===== src/rtl/mc_ctrl_pkg.sv =====
`default_nettype none
// ---------------------------------------------------------------------------
// mc_ctrl_pkg
// Shared encodings for the multi-cycle MIPS controller: opcode/funct values,
// FSM state codes, instruction classes and datapath select encodings.
// Revision: 1.0 - initial release
// ---------------------------------------------------------------------------
package mc_ctrl_pkg;

  // Opcode field values (MIPS-I)
  localparam logic [5:0] OP_RTYPE = 6'h00;
  localparam logic [5:0] OP_J     = 6'h02;
  localparam logic [5:0] OP_JAL   = 6'h03;
  localparam logic [5:0] OP_BEQ   = 6'h04;
  localparam logic [5:0] OP_BNE   = 6'h05;
  localparam logic [5:0] OP_ADDIU = 6'h09;
  localparam logic [5:0] OP_ORI   = 6'h0d;
  localparam logic [5:0] OP_LUI   = 6'h0f;
  localparam logic [5:0] OP_LW    = 6'h23;
  localparam logic [5:0] OP_SW    = 6'h2b;

  // Funct field values for R-type
  localparam logic [5:0] FN_JR    = 6'h08;
  localparam logic [5:0] FN_ADDU  = 6'h21;
  localparam logic [5:0] FN_SUBU  = 6'h23;

  // FSM state encoding
  localparam logic [2:0] ST_FETCH  = 3'd0;
  localparam logic [2:0] ST_DECODE = 3'd1;
  localparam logic [2:0] ST_EXEC   = 3'd2;
  localparam logic [2:0] ST_MEM    = 3'd3;
  localparam logic [2:0] ST_WB     = 3'd4;

  // Instruction classes: they decide the path taken after DECODE
  localparam logic [2:0] CLS_ALU = 3'd0;  // register/immediate ALU op, ends in WB
  localparam logic [2:0] CLS_LW  = 3'd1;
  localparam logic [2:0] CLS_SW  = 3'd2;
  localparam logic [2:0] CLS_BEQ = 3'd3;
  localparam logic [2:0] CLS_BNE = 3'd4;
  localparam logic [2:0] CLS_J   = 3'd5;
  localparam logic [2:0] CLS_JR  = 3'd6;
  localparam logic [2:0] CLS_JAL = 3'd7;

  // ALU operation select
  localparam logic [1:0] ALU_ADD = 2'b00;
  localparam logic [1:0] ALU_SUB = 2'b01;
  localparam logic [1:0] ALU_OR  = 2'b10;

  // Immediate extension select
  localparam logic [1:0] EXT_ZERO  = 2'b00;
  localparam logic [1:0] EXT_SIGN  = 2'b01;
  localparam logic [1:0] EXT_UPPER = 2'b10;

  // Destination register select
  localparam logic [1:0] RD_RT  = 2'b00;
  localparam logic [1:0] RD_RD  = 2'b01;
  localparam logic [1:0] RD_R31 = 2'b10;

  // Next-PC select
  localparam logic [1:0] NPC_PC4  = 2'b00;
  localparam logic [1:0] NPC_BR   = 2'b01;
  localparam logic [1:0] NPC_JUMP = 2'b10;
  localparam logic [1:0] NPC_JR   = 2'b11;

endpackage
`default_nettype wire


===== src/rtl/mc_ctrl_dec.sv =====
`default_nettype none
// ---------------------------------------------------------------------------
// mc_ctrl_dec
// Purely combinational instruction-class decode. Produces the legality flag,
// the instruction class and the datapath selects for the instruction in IR.
// Illegal encodings leave every select at zero.
// Optional: MC_CTRL_EXT_EN adds addiu and bne to the legal set.
// Revision: 1.0 - initial release
// ---------------------------------------------------------------------------
module mc_ctrl_dec
  import mc_ctrl_pkg::*;
(
  input  logic [5:0] op,
  input  logic [5:0] func,
  output logic       legal,
  output logic [2:0] cls,
  output logic [1:0] aluop,
  output logic [1:0] extop,
  output logic [1:0] regdst,
  output logic       alusrc,
  output logic       memtoreg
);

  // Map opcode/funct to class and selects; unknown encodings stay illegal
  always_comb begin
    legal    = 1'b0;
    cls      = CLS_ALU;
    aluop    = ALU_ADD;
    extop    = EXT_ZERO;
    regdst   = RD_RT;
    alusrc   = 1'b0;
    memtoreg = 1'b0;
    case (op)
      OP_RTYPE: begin
        case (func)
          FN_ADDU: begin
            legal  = 1'b1;
            regdst = RD_RD;
          end
          FN_SUBU: begin
            legal  = 1'b1;
            aluop  = ALU_SUB;
            regdst = RD_RD;
          end
          FN_JR: begin
            legal = 1'b1;
            cls   = CLS_JR;
          end
          default: ;
        endcase
      end
      OP_ORI: begin
        legal  = 1'b1;
        aluop  = ALU_OR;
        alusrc = 1'b1;
      end
      OP_LUI: begin
        legal  = 1'b1;
        aluop  = ALU_OR;
        extop  = EXT_UPPER;
        alusrc = 1'b1;
      end
      OP_LW: begin
        legal    = 1'b1;
        cls      = CLS_LW;
        extop    = EXT_SIGN;
        alusrc   = 1'b1;
        memtoreg = 1'b1;
      end
      OP_SW: begin
        legal  = 1'b1;
        cls    = CLS_SW;
        extop  = EXT_SIGN;
        alusrc = 1'b1;
      end
      // Branch compares by subtraction; offset is sign-extended
      OP_BEQ: begin
        legal = 1'b1;
        cls   = CLS_BEQ;
        aluop = ALU_SUB;
        extop = EXT_SIGN;
      end
      OP_J: begin
        legal = 1'b1;
        cls   = CLS_J;
      end
      OP_JAL: begin
        legal  = 1'b1;
        cls    = CLS_JAL;
        regdst = RD_R31;
      end
`ifdef MC_CTRL_EXT_EN
      OP_ADDIU: begin
        legal  = 1'b1;
        extop  = EXT_SIGN;
        alusrc = 1'b1;
      end
      OP_BNE: begin
        legal = 1'b1;
        cls   = CLS_BNE;
        aluop = ALU_SUB;
        extop = EXT_SIGN;
      end
`else
`endif
      default: ;
    endcase
  end

endmodule
`default_nettype wire


===== src/rtl/mc_ctrl.sv =====
`default_nettype none
// ---------------------------------------------------------------------------
// mc_ctrl
// Multi-cycle MIPS control FSM (FETCH/DECODE/EXEC/MEM/WB) with a latency
// counter that stretches FETCH and MEM to MEM_LAT cycles each.
// Optional: MC_CTRL_EXT_EN enables addiu and bne (decoded in mc_ctrl_dec).
// Revision: 1.0 - initial release
// ---------------------------------------------------------------------------
module mc_ctrl
  import mc_ctrl_pkg::*;
#(
  parameter int MEM_LAT = 1,
  parameter int CNT_W   = 4
) (
  input  logic       clk,
  input  logic       reset,
  input  logic [5:0] op,
  input  logic [5:0] func,
  input  logic       zero,
  output logic       pc_we,
  output logic       ir_we,
  output logic       reg_we,
  output logic       mem_we,
  output logic       alusrc,
  output logic       memtoreg,
  output logic       illegal,
  output logic [1:0] aluop,
  output logic [1:0] extop,
  output logic [1:0] regdst,
  output logic [1:0] npc_sel,
  output logic [2:0] state
);

  localparam logic [CNT_W-1:0] LAST_CNT = CNT_W'(MEM_LAT - 1);
  localparam logic [CNT_W-1:0] CNT_ONE  = CNT_W'(1);

  logic [2:0]       state_q;
  logic [2:0]       state_d;
  logic [CNT_W-1:0] cnt_q;
  logic [CNT_W-1:0] cnt_d;
  logic             lat_done;

  logic             dec_legal;
  logic [2:0]       dec_cls;
  logic [1:0]       dec_aluop;
  logic [1:0]       dec_extop;
  logic [1:0]       dec_regdst;
  logic             dec_alusrc;
  logic             dec_memtoreg;

  mc_ctrl_dec u_dec (
    .op       (op),
    .func     (func),
    .legal    (dec_legal),
    .cls      (dec_cls),
    .aluop    (dec_aluop),
    .extop    (dec_extop),
    .regdst   (dec_regdst),
    .alusrc   (dec_alusrc),
    .memtoreg (dec_memtoreg)
  );

  // Last cycle of a FETCH or MEM access
  assign lat_done = (cnt_q == LAST_CNT);
  assign state    = state_q;

  // State and latency counter registers; reset aborts any instruction
  always_ff @(posedge clk) begin
    if (reset) begin
      state_q <= ST_FETCH;
      cnt_q   <= '0;
    end else begin
      state_q <= state_d;
      cnt_q   <= cnt_d;
    end
  end

  // Next state; counter only advances inside FETCH/MEM and clears otherwise
  always_comb begin
    state_d = state_q;
    cnt_d   = '0;
    case (state_q)
      ST_FETCH: begin
        if (lat_done) state_d = ST_DECODE;
        else          cnt_d   = cnt_q + CNT_ONE;
      end
      ST_DECODE: begin
        state_d = dec_legal ? ST_EXEC : ST_FETCH;
      end
      ST_EXEC: begin
        case (dec_cls)
          CLS_ALU, CLS_JAL: state_d = ST_WB;
          CLS_LW, CLS_SW:   state_d = ST_MEM;
          default:          state_d = ST_FETCH;
        endcase
      end
      ST_MEM: begin
        if (lat_done) state_d = (dec_cls == CLS_LW) ? ST_WB : ST_FETCH;
        else          cnt_d   = cnt_q + CNT_ONE;
      end
      ST_WB:   state_d = ST_FETCH;
      default: state_d = ST_FETCH;
    endcase
  end

  // Outputs: all forced low while reset is asserted; selects only after FETCH
  always_comb begin
    pc_we    = 1'b0;
    ir_we    = 1'b0;
    reg_we   = 1'b0;
    mem_we   = 1'b0;
    illegal  = 1'b0;
    npc_sel  = NPC_PC4;
    aluop    = ALU_ADD;
    extop    = EXT_ZERO;
    regdst   = RD_RT;
    alusrc   = 1'b0;
    memtoreg = 1'b0;
    if (!reset) begin
      case (state_q)
        ST_FETCH: begin
          if (lat_done) begin
            ir_we = 1'b1;
            pc_we = 1'b1;
          end
        end
        ST_DECODE: illegal = ~dec_legal;
        ST_EXEC: begin
          case (dec_cls)
            CLS_BEQ: begin
              pc_we   = zero;
              npc_sel = NPC_BR;
            end
            CLS_BNE: begin
              pc_we   = ~zero;
              npc_sel = NPC_BR;
            end
            CLS_J, CLS_JAL: begin
              pc_we   = 1'b1;
              npc_sel = NPC_JUMP;
            end
            CLS_JR: begin
              pc_we   = 1'b1;
              npc_sel = NPC_JR;
            end
            default: ;
          endcase
        end
        ST_MEM:  mem_we = (dec_cls == CLS_SW);
        ST_WB:   reg_we = 1'b1;
        default: ;
      endcase
      // IR is stable from DECODE onward, so decoded selects stay constant
      if (state_q != ST_FETCH) begin
        aluop    = dec_aluop;
        extop    = dec_extop;
        regdst   = dec_regdst;
        alusrc   = dec_alusrc;
        memtoreg = dec_memtoreg;
      end
    end
  end

endmodule
`default_nettype wire


===== config.mk =====
export PLATFORM = sky130hd
export DESIGN_NAME = mc_ctrl
export DESIGN_NICKNAME = d
export VERILOG_FILES = /design/src/rtl/mc_ctrl_pkg.sv /design/src/rtl/mc_ctrl_dec.sv /design/src/rtl/mc_ctrl.sv
export SDC_FILE = /design/constraint.sdc
export NUM_CORES = 1
export LEC_CHECK = 0
export CAP_MARGIN = 20
export CORE_ASPECT_RATIO = 1.25
export CORE_MARGIN = 2
export CORE_UTILIZATION = 40
export DETAILED_ROUTE_END_ITERATION = 8
export PLACE_DENSITY = 0.75
export SKIP_CTS_REPAIR_TIMING = 1
export SKIP_LAST_GASP = 1
export SLEW_MARGIN = 25
export SYNTH_ARGS = -nofsm -noshare
export SYNTH_HDL_FRONTEND = slang
export SYNTH_SLANG_ARGS = --single-unit

===== constraint.sdc =====
create_clock -name clk -period 6.9 [get_ports clk]
set_clock_uncertainty 0.05 [all_clocks]
set_input_delay 2.07 -clock clk [delete_from_list [all_inputs] [get_ports clk]]
set_output_delay 2.07 -clock clk [all_outputs]
set_load 0.005 [all_outputs]

==> impl_metrics.toml <==
[critical_path]
ff2ff_setup_slack_ps = 5310
required_ps = 4780
path_cells = "clkdlybuf4s50_1, nor4_1, nand3_1, and3_1, o22ai_1, clkdlybuf4s50_1"
r2r-start = "state[0]"
path_class = "in2out"
rr_endpoint = "state[1]"
cp_data_arrival_time_ps = 4190
endpoint_kind = "output pin"
worst_r2r_path_depth = 4
slowest_delay_ps = 530
slowest_stage = "clkdlybuf4s50_1"
cp_max_fo = 8
cp-start-kind = "primary input"
cp_num_buf_inv = 2
cp_common_cell = "clkdlybuf4s50_1"
critPathTopFamily = "buffers and inverters"

[sta]
finalMaxSlewViolations = 0
rsz0062_at_grt = "false"
layout_min_cycle_time_ps = 6310
final_hold_viol_count = 0
finalCritPeriodShare_pct = 91.4
setup-violations-final = 0
fin_tns_setup_ps = 0
worst_pin_slew_ps = 522
finalWorstSetupSlack_ps = 593
slew-limit-headroom_pct = 64.7
fmax_mhz = 159

[synthesis]
synth_xor_xnor_area_share_pct = 3.62
synthCells = 101
syn_nets = 118
yosysSeqAreaShare_pct = 19.3
synth_top_area_share_pct = 19.3
synth_top_flop_cell = "dfxtp_1"
synth-compound-area-share_pct = 18.3
yosys_warnings = 0
yosys_register_bits = 7
syn_area_um2 = 726
synth_area_leader_cell = "dfxtp_1"
synth_area_per_cell_um2 = 7.19
async_flop_share_pct = 0
yosys.area_share.simple_pct = 46.0
synth.area.top_cells = "dfxtp_1, nor2_1, nand3_1, nor3_1, inv_1"
synth_top_family_by_area = "simple AND/OR/NAND/NOR gates"
synthAdderAreaFrac_pct = 3.45
synth_cell_type_count = 41
synth_edf_count = 0
synthMuxAreaShare_pct = 0

[clocking]
cts_buffers = 3
clockBufferDepth = 2
cts.sinks = 7
clk_pin_slew_ps = 50
cts_tree = "built"
worstSkewPairLatency_ps = 240
htree_levels = 1
ctsRootBufferMaster = "clkbuf_4"

[die]
core_um2 = 1740
fp.dieW_um = 42.1
io_pins = 33
start_util_pct = 41.6
row_count = 17
die_h_um = 51.6
die_area_um2 = 2170

[drt]
highest_layer = "met3"
drc = 0
met2_length_mm = 1.04
met3_length_um = 94
vias = 813
wl_per_cell_um = 12.5
dr.pass1.iters = 4
routed_wl_mm = 1.87
vias_per_cell = 5.42
drt_iter0_markers = 3
ant_nets = 0
wl_met1_um = 732

[placement]
placed_area_um2 = 1030
gp_congestion = 0.786
io_buffers = 32
pre_cts_ws_ps = 633
hpwl_mm = 1.62

[cells_and_area]
diodes = 0
fillCellCount = 181
drive_above_1_share_pct = 6.87
final_common_cell = "clkdlybuf4s50_1"
area_delta_synth_final_pct = 45.3
design_area_um2 = 1050
layout.nets = 149
fin_util_pct = 60.5
final_cell_mix = "clkdlybuf4s50_1, nor2_1"

[grt]
grt_pass1_wl_mm = 3.11
grt_overflow_total = 0
grt_use_total_pct = 18.1
grt_pass1_vias = 753
antenna_found_initial = 0
grt_max_degree = 12

[hold_path]
holdPathStages = 1
hp-start = "cnt_q[0]"
min_to = "cnt_q[0]"
min_path_type = "reg2reg"

[run_status]
status = "complete, no violations"

[power]
ir_worst_vdd_v = 0.0000414
power_density_nw_per_um2 = 102
p_leak_uw = 0.000350

[job]
cap_violations = 0
-- worst max path at each step --
stage,from,endpoint,slack [ps],depth (start not counted)
2_1_floorplan,op[3],regdst[1],1710,4
3_3_place_gp,op[3],regdst[1],650,5
3_5_place_dp,op[1],pc_we,630,6
4_1_cts,op[3],regdst[1],610,5
5_1_grt,op[0],pc_we,400,6
6_report,op[1],pc_we,590,6
-- state kept, by name, summed over array words and instances (netlist names) --
name   flops
cnt_q      4
state      3
-- layer usage --
layer,up-vias,GRT usage (%)
li1,427,-
met1,364,18.7
met2,22,37.8
met3,0,3.13
met4,0,3.13
met5,-,0
-- area by class of cell --
cell class	instances	area, um2	area share, %
Clock buffer	4	26.3	2.49
Inverter	7	26.3	2.49
Multi-Input combinational cell	81	518	49.1
Sequential cell	7	140	13.3
Tap cell	19	23.8	2.25
Timing Repair Buffer	32	320	30.4
-- cells by family after synthesis --
group           Yosys count
simple gates             57
compound gates           19
buf+inv                  13
flops                     7
xor+xnor                  3
fa+ha+maj                 2
-- through the flow --
step	std cells	power, uW	hold slack [ps]
final	150	107	412
after global placement	146	72.8	403
after detailed placement	146	73.2	412
after global routing	150	114	440
after floorplan	101	58.6	380
after CTS	150	109	420
-- power by group --
group | total (uW) | switching (uW) | internal [uW]
Clock | 35.0 | 13.0 | 21.9
Combinational | 29.4 | 12.9 | 16.5
Sequential | 42.8 | 1.67 | 41.1
Total | 107 | 27.6 | 79.6
-- cells in the mapped netlist (2+ instances only) --
library cell	n
inv_1	7
nor3_1	7
nand3_1	7
buf_2	3
nor4b_1	3
or3_1	2
xnor2_1	2
dfxtp_1	7
a21oi_1	4
nand2b_1	4
nand3b_1	2
nand2_1	7
buf_6	2
a211oi_1	3
ha_1	2
nor3b_1	2
nor2_1	10
o21ai_0	2
or3_4	2
nor4_1	2
(Power assumes the default switching activity.)
